### config.mk
export PLATFORM = sky130hd
export DESIGN_NAME = gf2_qc_mac_stage
export DESIGN_NICKNAME = d
export VERILOG_FILES = /design/src/rtl/gf2_enc_pkg.sv /design/src/rtl/gf2_row_mac.sv /design/src/rtl/gf2_qc_mac_stage.sv
export SDC_FILE = /design/constraint.sdc
export NUM_CORES = 1
export LEC_CHECK = 0
export CAP_MARGIN = 0
export CORE_MARGIN = 4
export CORE_UTILIZATION = 50
export CTS_CLUSTER_SIZE = 30
export DETAILED_ROUTE_END_ITERATION = 7
export PLACE_DENSITY_LB_ADDON = 0.15
export SYNTH_ARGS = -nofsm -noshare
export SYNTH_HDL_FRONTEND = slang
export SYNTH_SLANG_ARGS = --single-unit
### constraint.sdc
create_clock -name clk -period 3.8 [get_ports clk]
set_input_delay 0.38 -clock clk [delete_from_list [all_inputs] [get_ports clk]]
set_output_delay 0.38 -clock clk [all_outputs]
set_load 0.05 [all_outputs]
### src/rtl/gf2_enc_pkg.sv
// Shared definitions for the quasi-cyclic GF(2) encoder datapath:
// rotation direction codes, circulant row rotation and beat-count sizing.
package gf2_enc_pkg;

  localparam bit ROT_LEFT  = 1'b0;
  localparam bit ROT_RIGHT = 1'b1;
  localparam int ROW_MAX   = 64;

  function automatic int beat_cnt_w(input int max_beats);
    return $clog2(max_beats + 1);
  endfunction

  // Rotates the low w bits of row by one place; bits at and above w come back zero.
  function automatic logic [ROW_MAX-1:0] gf2_rot1(input logic [ROW_MAX-1:0] row,
                                                  input int w, input bit dir);
    logic [ROW_MAX-1:0] mask;
    logic [ROW_MAX-1:0] r;
    mask = (w >= ROW_MAX) ? '1 : ((ROW_MAX'(1) << w) - ROW_MAX'(1));
    r    = row & mask;
    if (dir == ROT_LEFT) return ((r << 1) | (r >> (w - 1))) & mask;
    else                 return (r >> 1) | ((r & ROW_MAX'(1)) << (w - 1));
  endfunction

endpackage

### src/rtl/gf2_row_mac.sv
// Combinational W-lane GF(2) multiply-accumulate: nxt = base ^ (si & row).
module gf2_row_mac #(
  parameter int W = 8
) (
  input  logic [W-1:0] base,
  input  logic         si,
  input  logic [W-1:0] row,
  output logic [W-1:0] nxt
);

  for (genvar i = 0; i < W; i++) begin : g_lane
    assign nxt[i] = base[i] ^ (si & row[i]);
  end

endmodule

### src/rtl/gf2_qc_mac_stage.sv
// Sequential GF(2) MAC stage: folds one message bit per beat into a parity
// accumulator and emits the parity word per frame through a one-entry buffer.
module gf2_qc_mac_stage
  import gf2_enc_pkg::*;
#(
  parameter int W         = 8,
  parameter int MAX_BEATS = 64,
  parameter int ROT_DIR   = 0
) (
  input  logic                                clk,
  input  logic                                rst_n,
  input  logic                                in_valid,
  output logic                                in_ready,
  input  logic                                in_si,
  input  logic                                in_load,
  input  logic [W-1:0]                        in_row,
  input  logic [W-1:0]                        in_seed,
  input  logic                                in_last,
  output logic                                out_valid,
  input  logic                                out_ready,
  output logic [W-1:0]                        out_parity,
  output logic [beat_cnt_w(MAX_BEATS)-1:0]    out_beats,
  output logic                                err
);

  localparam int CW = beat_cnt_w(MAX_BEATS);

  logic [W-1:0]  acc, row_q, rot, eff, base, nxt;
  logic [CW-1:0] cnt, cnt_n;
  logic          first, fire, hit_max, term;

  assign in_ready = !out_valid | out_ready;
  assign fire     = in_valid & in_ready;

  assign rot  = W'(gf2_rot1(ROW_MAX'(row_q), W, ROT_DIR != 0));
  assign eff  = in_load ? in_row : rot;
  assign base = first ? in_seed : acc;

  gf2_row_mac #(.W(W)) u_mac (
    .base (base),
    .si   (in_si),
    .row  (eff),
    .nxt  (nxt)
  );

  assign cnt_n   = (first ? CW'(0) : cnt) + CW'(1);
  assign hit_max = (cnt_n == CW'(MAX_BEATS));
  assign term    = in_last | hit_max;

  always_ff @(posedge clk) begin
    if (!rst_n) begin
      out_valid  <= 1'b0;
      out_parity <= '0;
      out_beats  <= '0;
      err        <= 1'b0;
      acc        <= '0;
      row_q      <= '0;
      cnt        <= '0;
      first      <= 1'b1;
    end else begin
      // A drained word is cleared unless a terminal beat refills it this cycle.
      if (out_valid && out_ready && !(fire && term))
        out_valid <= 1'b0;
      if (fire) begin
        row_q <= eff;
        if (term) begin
          out_parity <= nxt;
          out_beats  <= cnt_n;
          out_valid  <= 1'b1;
          first      <= 1'b1;
          if (hit_max && !in_last) err <= 1'b1;
        end else begin
          acc   <= nxt;
          cnt   <= cnt_n;
          first <= 1'b0;
        end
      end
    end
  end

endmodule

==> reports/qor.csv <==
metric,value,unit
utilization,67.23,%
tns,0,ns
dr.first_iter.drc_count,129,
hpwlAfterDp,3287,microns
syn2layout_area_growth,25.68,%
irDropWorstVdd,0.0002482,V
final-setup-viol-count,0,
setup.worst_path.start_class,flop,
setup_repair_after_global_routing_missed_its_margin,false,
timing.final.crit_period,2.766,ns
synth.distinct_cells,40,
number_of_instances_in_the_synthesized_netlist,241,
drv_slew,0,
detail-route-antenna-nets,0,
cts.repair.resized,0,
leading_cell_type_in_the_layout_fill_and_taps_excluded,dfxtp_1,
post-cts-setup-buffers,0,
design.portCount,41,
clock_tree_from_tritoncts,built,
outcome,finished clean,
timing.clock.skew,0.007461,ns
synth_sequential_area_ratio,40.39,%
grt_max_degree,30,
num_rows,22,
synth-async-reset-ratio,0,%
mappedNetlistNets,266,
synthFlopType,dfxtp_1,
remaining_design_rule_violation_count,0,
cp_data_required_time,4.03,ns
first_global_vias,1666,
dieWidth,71.75,microns
detail_route.wirelength,4703,microns
design.die.area,0.005148,sq mm
critical_path_fanout_max,9,
avgSynthCellArea,8.431,sq um
post_synth_instance_area,0.002032,sq mm
drt-wirelength-per-cell,14.56,microns
fmax,361.6,MHz
yosys_register_bits,41,
transition_time_at_the_pin_with_the_least_slew_margin,0.7111,ns
maxCapViolCount,0,
worst-endpoint-arrival,3.00,ns
hp-class,reg2reg,
synth-edff-count,0,
die_h,71.75,microns
initial_util,53.49,%
clkSlewWorstSetupHoldPaths,0.08,ns
final_net_count,299,
clock_path_buffers,2,
cts-root-buf,clkbuf_8,
n_fill_cell,329,
cts-htree-levels,2,
dr_total_vias,1823,
count_of_hold_buffers_inserted_by_post_cts_repair,0,
max_slew_margin,51.84,%
grt.overflow.total,0,
p_leak,0.0009640,uW
category_of_the_most_critical_setup_path,reg2reg,
vias_per_cell,5.644,
layout.cells.most_common_list,"41 x dfxtp_1, 40 x clkdlybuf4s50_1, 32 x nand2_1",
final_hold_viol_count,0,
worstSkewPairLatency,0.30,ns
cellPowerDensity,380.0,mW/mm^2
post-route-period-util,72.78,%
synth.yosys.warnings,0,
n_antenna_cell,0,
gp_congestion,0.8000,
clkSinkCount,41,
groute.usage.overall,19.01,%
numCtsBuffers,5,
first_pass_grt_wire_length,7852,microns
placeableCoreArea,0.003799,sq mm
portBuffers,40,
worst_setup_path_end_kind,flop,
share_of_final_layout_standard_cells_stronger_than_drive_strength_1,9.091,%
detail_route.first_pass.iterations,4,
grt_antenna_before_repair,0,
==> metrics by stage <==
stage / worst slack (ns) / hold slack, ns / instance area, sq um / cells / power (uW)
floorplan: 0.8447 / 0.4338 / 2032 / 241 / 560.9
global placement: 1.130 / 0.4411 / 2437 / 315 / 613.9
detailed placement: 1.058 / 0.4445 / 2437 / 315 / 616.0
CTS: 1.040 / 0.4557 / 2554 / 323 / 974.4
global route: 0.7754 / 0.4663 / 2554 / 323 / 1005
finish: 1.035 / 0.4554 / 2554 / 323 / 970.3
==> worst max-delay path: stages, from the launching register on <==
cell and delay [ns]:
dfxtp_1 0.34, inv_1 0.07, nor2_1 0.20, ha_1 0.38
nand2_1 0.11, or3_1 0.32, a21o_1 0.26, o31a_1 0.39
or4_1 0.49, a21oi_1 0.14
==> cells by family (layout without fill, tap and decap cells) <==
logic type / Yosys count / count (layout) / synth area share, %
buffers and inverters: 21 / 55 / 4.741
and+or+nand+nor: 77 / 77 / 18.41
AOI/OAI and AO/OA: 68 / 68 / 19.34
muxes: 26 / 26 / 13.30
DFF: 41 / 41 / 40.39
xor gates and xnor gates: 6 / 6 / 2.586
adders and majority gates: 2 / 2 / 1.231
==> cell type report <==
class	instances	area, sq um	area share (%)
Multi-Input combinational cell	179	1115	43.66
Inverter	3	11.26	0.4410
Clock buffer	7	86.33	3.381
Sequential cell	41	820.8	32.14
Timing Repair Buffer	44	430.4	16.85
Tap cell	48	60.06	2.352
Clock inverter	1	30.03	1.176
==> final timing paths <==
kind | startpoint | end | slack, ns | depth (start not counted)
min | row_q[0]$_SDFFE_PN0P_ | row_q[0]$_SDFFE_PN0P_ | 0.46 | 2
max | cnt[0]$_SDFFE_PN0P_ | out_beats[4]$_SDFFE_PN0P_ | 1.03 | 9
max reg2reg | cnt[0]$_SDFFE_PN0P_ | out_beats[4]$_SDFFE_PN0P_ | 1.03 | 9
min reg2reg | row_q[0]$_SDFFE_PN0P_ | row_q[0]$_SDFFE_PN0P_ | 0.46 | 2
==> per-layer routing <==
metal  part of all wire, %  track usage (%)  vias to the layer above
met1                    45            24.62                      851
met2                    48            30.92                       42
met4                   1.7            6.681                        0
met5                     0                0                        -
li1                      -                -                      921
met3                   5.2            4.348                        9
==> registers in the layout, indices dropped and copies added, names as in the netlist <==
name / count
acc: 8
cnt: 7
err: 1
first: 1
out_beats: 7
out_parity: 8
out_valid: 1
row_q: 8
==> where the power goes <==
| group | leakage [uW] | internal [uW] | switching, uW |
|---|---|---|---|
| Clock | 0.0000585 | 214 | 150 |
| Sequential | 0.000334 | 447 | 8.47 |
| Combinational | 0.000572 | 63.5 | 87.7 |
| Total | 0.000964 | 724 | 246 |
==> cells in the mapped netlist, drive strengths merged, types with 4 or more instances <==
library cell	number	area, sq um
a21oi	28	140.1
a31oi	4	25.02
and3	9	56.30
buf	6	40.03
clkbuf	12	45.04
dfxtp	41	820.8
mux2	8	90.09
mux2i	18	180.2
nand2	32	120.1
nand3	13	70.07
nor2	10	45.04
o21ai	23	115.1
xnor2	5	43.79
(Power assumes the default switching activity.)
